===== config.mk =====
export PLATFORM = sky130hd
export DESIGN_NAME = clock_divider_prog_flat
export DESIGN_NICKNAME = d
export VERILOG_FILES = /design/src/rtl/clock_divider_prog_if.sv /design/src/rtl/clock_divider_prog.sv /design/src/flat_wrapper.sv
export SDC_FILE = /design/constraint.sdc
export NUM_CORES = 1
export LEC_CHECK = 0
export BUFFER_PORTS_ARGS = -buffer_cell sky130_fd_sc_hd__buf_2
export CORE_MARGIN = 1
export CORE_UTILIZATION = 63
export DETAILED_ROUTE_END_ITERATION = 16
export PLACE_DENSITY = 0.92
export SYNTH_ARGS = -nofsm -noshare
export SYNTH_HDL_FRONTEND = slang
export SYNTH_SLANG_ARGS = --single-unit
export TNS_END_PERCENT = 1

===== constraint.sdc =====
create_clock -name clk -period 8.1 [get_ports clk]
set_input_delay 2.025 -clock clk [delete_from_list [all_inputs] [get_ports clk]]
set_output_delay 2.025 -clock clk [all_outputs]
set_load 0.005 [all_outputs]

===== src/rtl/clock_divider_prog_if.sv =====
// Bus bundle for clock_divider_prog.
// Build option: TICK_COUNT_EN adds the tick_count signal.
// master : control side; drives en/clr/div_load/div_in and observes the outputs
// slave  : divider side; drives div_cur/tick/clk_out (and tick_count)
interface clock_divider_prog_if #(
  parameter int unsigned DIV_WIDTH = 25,
  parameter int unsigned CNT_WIDTH = 16
);

  logic                 en;
  logic                 clr;
  logic                 div_load;
  logic [DIV_WIDTH-1:0] div_in;
  logic [DIV_WIDTH-1:0] div_cur;
  logic                 tick;
  logic                 clk_out;
`ifdef TICK_COUNT_EN
  logic [CNT_WIDTH-1:0] tick_count;
`endif

  // Reject degenerate widths at elaboration
  if (DIV_WIDTH < 1 || CNT_WIDTH < 1) begin : g_bad_width
    $error("clock_divider_prog_if: widths must be at least 1");
  end

  modport master (
    output en, clr, div_load, div_in,
    input  div_cur, tick, clk_out
`ifdef TICK_COUNT_EN
    , input tick_count
`endif
  );

  modport slave (
    input  en, clr, div_load, div_in,
    output div_cur, tick, clk_out
`ifdef TICK_COUNT_EN
    , output tick_count
`endif
  );

endinterface


===== src/rtl/clock_divider_prog.sv =====
// Runtime-programmable tick / square-wave divider.
// Counts clk cycles and, every div_cur cycles, emits a one-cycle tick and
// toggles clk_out. A new divisor loaded while counting is held pending and
// takes effect at the next terminal count, so no period is ever shortened.
// Outputs are clk-domain enables, never clocks.
// Build option: define TICK_COUNT_EN to add the tick_count register/port.
// Ports:
//   clk          system clock, posedge
//   rst          synchronous active-low reset
//   bus.en       1 = count, 0 = freeze counter/clk_out/tick_count
//   bus.clr      synchronous clear of counter and outputs (divisor kept)
//   bus.div_load one-cycle strobe to load div_in (0 clamps to 1)
//   bus.div_in   requested divisor
//   bus.div_cur  divisor in effect
//   bus.tick     one-cycle pulse per terminal count
//   bus.clk_out  toggles per terminal count (period 2*div_cur)
//   bus.tick_count ticks since reset/clr, wraps (TICK_COUNT_EN only)
module clock_divider_prog #(
  parameter int unsigned DIV_WIDTH   = 25,
  parameter int unsigned DEFAULT_DIV = 25_000_000,
  parameter int unsigned CNT_WIDTH   = 16
) (
  input  logic                clk,
  input  logic                rst,
  clock_divider_prog_if.slave bus
);

  localparam logic [DIV_WIDTH-1:0] DIV_ONE   = DIV_WIDTH'(1);
  localparam logic [DIV_WIDTH-1:0] DIV_RESET = DIV_WIDTH'(DEFAULT_DIV);

  // Elaboration-time parameter sanity
  if (DIV_WIDTH < 1 || DIV_WIDTH > 32) begin : g_bad_div_width
    $error("clock_divider_prog: DIV_WIDTH must be 1..32");
  end
  if (DEFAULT_DIV < 1 || 64'(DEFAULT_DIV) >= (64'(1) << DIV_WIDTH)) begin : g_bad_default
    $error("clock_divider_prog: DEFAULT_DIV out of range");
  end
  if (CNT_WIDTH < 1) begin : g_bad_cnt_width
    $error("clock_divider_prog: CNT_WIDTH must be at least 1");
  end

  logic [DIV_WIDTH-1:0] cnt_q,     cnt_d;
  logic [DIV_WIDTH-1:0] div_q,     div_d;
  logic [DIV_WIDTH-1:0] pend_q,    pend_d;
  logic                 pend_vld_q, pend_vld_d;
  logic                 tick_q,    tick_d;
  logic                 clk_out_q, clk_out_d;
`ifdef TICK_COUNT_EN
  logic [CNT_WIDTH-1:0] tcnt_q,    tcnt_d;
`endif

  logic [DIV_WIDTH-1:0] div_in_clamped_c;
  logic                 tc_c;

  // Zero divisor is meaningless; treat as divide-by-one
  always_comb begin
    div_in_clamped_c = bus.div_in;
    if (bus.div_in == '0) begin
      div_in_clamped_c = DIV_ONE;
    end
  end

  // div_q is never 0, so the subtraction cannot wrap
  always_comb begin
    tc_c = bus.en && (cnt_q == (div_q - DIV_ONE));
  end

  // Next-state logic; priority clr > load/count
  always_comb begin
    cnt_d      = cnt_q;
    div_d      = div_q;
    pend_d     = pend_q;
    pend_vld_d = pend_vld_q;
    tick_d     = 1'b0;
    clk_out_d  = clk_out_q;
`ifdef TICK_COUNT_EN
    tcnt_d     = tcnt_q;
`endif

    if (bus.clr) begin
      // Divisor and pending load survive a clear; a same-cycle load is dropped
      cnt_d     = '0;
      clk_out_d = 1'b0;
`ifdef TICK_COUNT_EN
      tcnt_d    = '0;
`endif
    end else if (bus.en) begin
      if (tc_c) begin
        cnt_d     = '0;
        tick_d    = 1'b1;
        clk_out_d = ~clk_out_q;
`ifdef TICK_COUNT_EN
        tcnt_d    = tcnt_q + CNT_WIDTH'(1);
`endif
        // A load landing on the terminal count wins over any pending value
        if (bus.div_load) begin
          div_d = div_in_clamped_c;
        end else if (pend_vld_q) begin
          div_d = pend_q;
        end
        pend_vld_d = 1'b0;
      end else begin
        cnt_d = cnt_q + DIV_ONE;
        // Defer the new divisor so the running period completes unchanged
        if (bus.div_load) begin
          pend_d     = div_in_clamped_c;
          pend_vld_d = 1'b1;
        end
      end
    end else if (bus.div_load) begin
      // Frozen: apply immediately and restart the period
      div_d      = div_in_clamped_c;
      cnt_d      = '0;
      pend_vld_d = 1'b0;
    end
  end

  // State registers with synchronous active-low reset
  always_ff @(posedge clk) begin
    if (!rst) begin
      cnt_q      <= '0;
      div_q      <= DIV_RESET;
      pend_q     <= DIV_RESET;
      pend_vld_q <= 1'b0;
      tick_q     <= 1'b0;
      clk_out_q  <= 1'b0;
`ifdef TICK_COUNT_EN
      tcnt_q     <= '0;
`endif
    end else begin
      cnt_q      <= cnt_d;
      div_q      <= div_d;
      pend_q     <= pend_d;
      pend_vld_q <= pend_vld_d;
      tick_q     <= tick_d;
      clk_out_q  <= clk_out_d;
`ifdef TICK_COUNT_EN
      tcnt_q     <= tcnt_d;
`endif
    end
  end

  assign bus.div_cur = div_q;
  assign bus.tick    = tick_q;
  assign bus.clk_out = clk_out_q;
`ifdef TICK_COUNT_EN
  assign bus.tick_count = tcnt_q;
`endif

endmodule


===== src/flat_wrapper.sv =====
// flat-port wrapper written by rule: the top's interface ports become plain ports
module clock_divider_prog_flat 
#(
  parameter int unsigned DIV_WIDTH   = 25,
  parameter int unsigned DEFAULT_DIV = 25_000_000,
  parameter int unsigned CNT_WIDTH   = 16
)
  (clk, rst, bus_en, bus_clr, bus_div_load, bus_div_in, bus_div_cur, bus_tick, bus_clk_out);
  clock_divider_prog_if #(.DIV_WIDTH(DIV_WIDTH), .CNT_WIDTH(CNT_WIDTH)) bus_i ();
  input  logic clk;
  input  logic rst;
  input wire logic [$bits(bus_i.en)-1:0] bus_en;
  input wire logic [$bits(bus_i.clr)-1:0] bus_clr;
  input wire logic [$bits(bus_i.div_load)-1:0] bus_div_load;
  input wire logic [$bits(bus_i.div_in)-1:0] bus_div_in;
  output wire logic [$bits(bus_i.div_cur)-1:0] bus_div_cur;
  output wire logic [$bits(bus_i.tick)-1:0] bus_tick;
  output wire logic [$bits(bus_i.clk_out)-1:0] bus_clk_out;
  assign bus_i.en = bus_en;
  assign bus_i.clr = bus_clr;
  assign bus_i.div_load = bus_div_load;
  assign bus_i.div_in = bus_div_in;
  assign bus_div_cur = bus_i.div_cur;
  assign bus_tick = bus_i.tick;
  assign bus_clk_out = bus_i.clk_out;
  clock_divider_prog #(.DIV_WIDTH(DIV_WIDTH), .DEFAULT_DIV(DEFAULT_DIV), .CNT_WIDTH(CNT_WIDTH)) u_core (.clk(clk), .rst(rst), .bus(bus_i));
endmodule

==> results of run 1 <==
==> kinds of logic after synthesis <==
logic type               count (synthesis)  share of synthesized area
AND/OR/NAND/NOR                        203                      0.246
XOR/XNOR                                41                     0.0795
multiplexers                            26                     0.0609
buffers and inverters                   56                     0.0507
adder cells (fa/ha/maj)                  2                    0.00554
AO/OA/AOI/OAI                          151                      0.212
flip-flops                              78                      0.346
==> registers in the layout, indices dropped and copies added, names as in the netlist <==
name                flops
u_core.bus.div_cur     25
u_core.cnt_q           25
u_core.pend_q          25
u_core.bus.clk_out      1
u_core.bus.tick         1
u_core.pend_vld_q       1
==> power breakdown <==
| group | switching [mW] | internal (mW) |
|---|---|---|
| combinational | 0.0674 | 0.0437 |
| clock | 0.137 | 0.125 |
| sequential | 0.0161 | 0.395 |
==> final timing paths <==
kind                       endpoint                  start  depth (start not counted)
setup / recovery   u_core.cnt_q[22]                    rst                          6
setup reg to reg    u_core.cnt_q[7]  u_core.bus.div_cur[0]                         11
hold reg to reg   u_core.pend_q[23]      u_core.pend_q[23]                          2
hold / removal    u_core.pend_q[23]      u_core.pend_q[23]                          2
==> worst max-delay path: stages <==
cell      delay, ns
buf_2          0.37
clkinv_1       0.71
nor2_1         0.29
buf_4          0.28
nand2_1        0.47
o311ai_1       0.44
==> Yosys cell counts, types with 6 or more instances <==
| master | count |
|---|---|
| dfxtp_1 | 78 |
| nand3_1 | 48 |
| o21ai_1 | 45 |
| a21oi_1 | 44 |
| nand2_1 | 36 |
| clkbuf_1 | 30 |
| nor3_1 | 24 |
| xnor2_1 | 23 |
| nand4_1 | 22 |
| nor2_1 | 19 |
| xor2_1 | 18 |
| mux2i_1 | 14 |
| a311oi_1 | 12 |
| buf_2 | 12 |
| mux2_2 | 12 |
| o311ai_1 | 11 |
| a31oi_1 | 9 |
| nor4_1 | 9 |
| inv_1 | 8 |
| and3_1 | 6 |
| nand2b_1 | 6 |
| or4_1 | 6 |
==> per-layer routing <==
metal  track usage  vias up  share of wire
met5             0        -              0
met4         0.105        0          0.018
met3        0.0590       27          0.068
met2         0.549      208           0.49
met1         0.428     2127           0.42
li1              -     2147              -
==> metrics by stage <==
stage	worst slack, ns	hold slack (ns)	std cells	power [mW]	area [µm²]
detailed placement	3.43	0.466	669	0.527	4790
CTS	3.77	0.482	683	0.785	4960
global placement	3.53	0.458	669	0.523	4790
global route	3.49	0.509	683	0.817	4960
floorplan	4.44	0.448	557	0.492	4520
finish	3.74	0.482	683	0.784	4960
==> layout make-up <==
type / count / area (µm²)
multi-input cells: 423 / 2740
fillers: 542 / 1910
flip-flops and latches: 78 / 1560
repair buffers: 63 / 333
clock buffers: 11 / 151
well taps: 96 / 120
inverters: 9 / 33.8
clock inverters: 3 / 21.3
==> layout by cell type, fill, tap and decap left out, drive strengths merged, types with 3 or more instances in the layout <==
cell type,instances
dfxtp,78
buf,63
nand3,48
o21ai,48
a21oi,44
nand2,36
nor3,24
xnor2,23
nand4,22
nor2,19
xor2,18
mux2i,14
nor4,13
a311oi,12
mux2,12
o311ai,11
clkbuf,11
a31oi,9
inv,8
nand2b,6
or4,6
and3,6
o2111ai,5
or2,5
o211ai,4
nor3b,4
and4,3
o31ai,3
clkinv,3
==> metrics.txt, run 1 <==
die height=86.7 µm; final setup TNS=0 ns; r2r setup slk=3.95 ns; share of the yosys chip area belonging to registers=0.346; first-pass GRT wire length=19400 µm; initial core utilization=0.658; crit start category=input port; DP HPWL=8030 µm; Nets=616; n_diodes=0; syn avg cell area=8.11 µm²; core area=6870 µm²; flops & latches, synth=78; Syn-to-layout area delta=9.72%; Worst Skew=0.00520 ns; RSZ-0062 raised after global routing=no; Worst-path clk slew=0.08 ns; status=finished clean; Slew Limit Fails=0; H-tree levels=3; # DRC=0; count of hold-fix buffers inserted at cts=0; DIE AREA=7520 µm²; Cell Pwr Density=158 nW/µm²; largest area contributor in the netlist=dfxtp_1; Post-Syn Instances=557; Post-CTS Setup Inserts=0; Worst Tran Pin Value=1.01 ns; clock latency on the worst-skew pair=0.34 ns; Die W=86.7 µm; Post-CTS Resized=0; drt first pass iters=5; max-cap violations=0; YS warnings=0; row count=30; number of port buffers=56; post-synth top area share=0.346; worst vdd ir=0.000129 V; CTS tree=built; GP Congestion=0.882; number of global-route vias before repair=4040; Final Util=0.722; Post-Syn Nets=589; crit path kind=in -> reg; Num CTS Buffers=9; Hold Path Class=reg -> reg; number of synthesized flops with an enable pin=0; Fmax=229 MHz; top post-synthesis cells by area=dfxtp_1, nand3_1, o21ai_1, a21oi_1, xnor2_1; Post-synth ARST share=0; crit-path max FO=27; CTS sink cnt=78; data required time at the worst endpoint=8.34 ns; GR Overflow Total=0; relative slew slack=0.329; WP data arrival=4.60 ns; layout cells sized above 1=0.177; Detailed Route WL=11700 µm; Main synth FF type=dfxtp_1; post-DR vias/cell=6.60; Leak=1.66 nW; vias post-DR=4509; Top Ports=57; Clock Path Buffers=2; crit path time final=4.36 ns; final period utilization=0.538; global-route usage over all layers=0.328; antenna-violating nets left=0; DR WL/cell=17.1 µm; largest net degree at the start of global routing=63; initial antenna violation count=0; initial DRC count=483; post-synth cell types=56; Worst setup EP type=flip-flop; final setup violation count=0; clk root buf=clkbuf_8; synthesized area=4520 µm²; final hold viol count=0
Power figures use the tool's default switching activity.
==> inputs of run 2 (changes only) <==
- CORE_UTILIZATION: 63 -> 53
- PLACE_DENSITY: 0.92 -> 0.83
- clock period: 8.1 -> 3.6 ns (I/O delays scaled with it)
==> run 2 against run 1 <==
  * Wire length hardly changed
  * First-iteration DRC count fell by 20%
  * Critical endpoint is now u_core.bus.div_cur[3]
  * Non-clock buffer count increased by 7
  * Die area rose by 18%
==> metrics.txt, run 2 (same netlist as run 1, synthesis figures left out) <==
status=finished clean; clock latency on the worst-skew pair=0.36 ns (+0.02 ns); die height=94.3 µm (+8.8%); worst hold slack=0.484 ns (+0.00164 ns); # DRC=0 (unchanged); Num CTS Buffers=9 (unchanged); DIE AREA=8900 µm² (+18%); final period utilization=0.931; CTS sink cnt=78 (unchanged); Hold Path Sink=u_core.pend_q[17]; Worst setup EP type=flip-flop; relative slew slack=0.359 (+0.0300); worst vdd ir=0.000359 V (+180%); Slowest-stage cell, CP=or4_1; CP Cell Sequence=inv_1 > ha_1 > nor3b_4 > nand4_1 > or4_1 > a22oi_1 > nand4_1 > o31ai_4 > buf_12 > a21oi_1 > a311oi_1; core area=8220 µm² (+20%); antenna-violating nets left=0 (unchanged); Hold Path Class=reg -> reg; DP HPWL=8050 µm (+0.27%); drt first pass iters=5 (unchanged); CTS tree=built; CP peak stage delay=0.56 ns (-0.15 ns); Top Ports=57 (unchanged); overall power=1.97 mW (+150%); Fmax=298 MHz; initial DRC count=386 (-20%); H-tree levels=3 (unchanged); Hold Path Depth=2 (unchanged); Critical R2R Launch=u_core.bus.div_cur[1]; data required time at the worst endpoint=3.86 ns (-4.48 ns); Worst Skew=0.0108 ns (+0.00557 ns); final setup violation count=0 (unchanged); Nets=623 (+1.1%); HP Start=u_core.pend_q[17]; Clock Path Buffers=2 (unchanged); final std cells w/o fill=701 (+2.6%); Detailed Route WL=11700 µm (about the same); final hold viol count=0 (unchanged); Inst Count DP=685 (+2.4%); first-pass GRT wire length=19500 µm (+0.28%); placed inst area=4860 µm² (+1.6%); post-DR vias/cell=6.42 (-2.8%); Worst-path clk slew=0.08 ns (about the same); final instance area=5110 µm² (+3.0%); Die W=94.3 µm (+8.8%); GP Congestion=0.865 (-1.9%); Multi-input gate area=2740 µm² (+0.23%); Top cell by count, worst path=nand4_1; max-cap violations=0 (unchanged); initial core utilization=0.550 (-0.108); clk root buf=clkbuf_8; Worst Tran Pin Value=0.962 ns (-0.0450 ns); row count=33 (+10%); crit start category=flip-flop; final setup TNS=0 ns (unchanged); largest net degree at the start of global routing=63 (unchanged); Reg2Reg Capture Point=u_core.bus.div_cur[3]; r2r setup slk=0.25 ns (-3.70 ns); RSZ-0062 raised after global routing=no; Leak=1.73 nW (+4.3%); Slew Limit Fails=0 (unchanged); commonest non-fill, non-tap cell in the layout=dfxtp_1; number of global-route vias before repair=4150 (+2.7%); n_diodes=0 (unchanged); GR Overflow Total=0 (unchanged); crit path time final=3.35 ns; worst r2r path cells=11 (unchanged); Cell Pwr Density=386 nW/µm² (+140%); DR WL/cell=16.7 µm (-2.6%); dpl ws=0.195 ns (-3.24 ns); layout cells sized above 1=0.190 (+0.0124); crit-path max FO=62 (+130%); setup ws final=0.247 ns (-3.50 ns); Filler Cells Inserted=686 (+27%); commonest cells after routing, fill and taps aside=dfxtp_1, buf_2, nand3_1, o21ai_1, a21oi_1; number of port buffers=56 (unchanged); initial antenna violation count=0 (unchanged); Reg area=1560 µm² (unchanged); WP data arrival=3.62 ns (-0.98 ns); Syn-to-layout area delta=13.0%; Post-CTS Setup Inserts=0 (unchanged); vias post-DR=4499 (-0.22%); crit path kind=reg -> reg; global-route usage over all layers=0.275 (-0.0528); Final Util=0.622 (-0.100)
-- run 2: metal layers --
layer	vias to the layer above	part of all wire	global-route usage
met5	-	0	0
met4	0	0.024	0.122
met3	30	0.055	0.0443
met2	151	0.48	0.451
met1	2164	0.44	0.355
li1	2154	-	-
-- run 2: critical path: cells and delay by family (launching register included) --
| kind | cells | cell delay [ns] |
|---|---|---|
| adders and majority gates | 1 | 0.24 |
| and+or+nand+nor | 4 | 1.37 |
| AOI/OAI and AO/OA | 4 | 0.91 |
| DFF | 1 | 0.36 |
| buffers and inverters | 2 | 0.36 |
-- run 2: how the worst max path moves through the flow --
stage	startpoint	endpoint	slack (ns)	depth (start not counted)
2_1_floorplan	u_core.bus.div_cur[0]	u_core.cnt_q[18]	0.60	12
3_3_place_gp	u_core.bus.div_cur[1]	u_core.bus.div_cur[4]	0.45	11
3_5_place_dp	u_core.bus.div_cur[1]	u_core.bus.div_cur[10]	0.20	11
4_1_cts	u_core.bus.div_cur[1]	u_core.bus.div_cur[9]	0.18	11
5_1_grt	u_core.bus.div_cur[1]	u_core.bus.div_cur[3]	0.03	11
6_report	u_core.bus.div_cur[1]	u_core.bus.div_cur[3]	0.25	11
-- run 2: timing repair --
| action | in CTS | in global routing |
|---|---|---|
| setup endpoints to repair | 0 | 33 |
| hold buffers | 0 | 0 |
| gates resized for setup | 0 | 1 |
-- run 2: area by class of cell --
cell class                      count  area share
Clock buffer                       11      0.0296
Clock inverter                      5      0.0171
Inverter                            9     0.00661
Multi-Input combinational cell    423       0.537
Sequential cell                    78       0.306
Tap cell                          105      0.0257
Timing Repair Buffer               70      0.0779
-- run 2: where the power goes --
group	switching [mW]	total, mW	internal (mW)
clock	0.352	0.788	0.436
combinational	0.153	0.261	0.107
sequential	0.0354	0.924	0.888
total	0.541	1.97	1.43
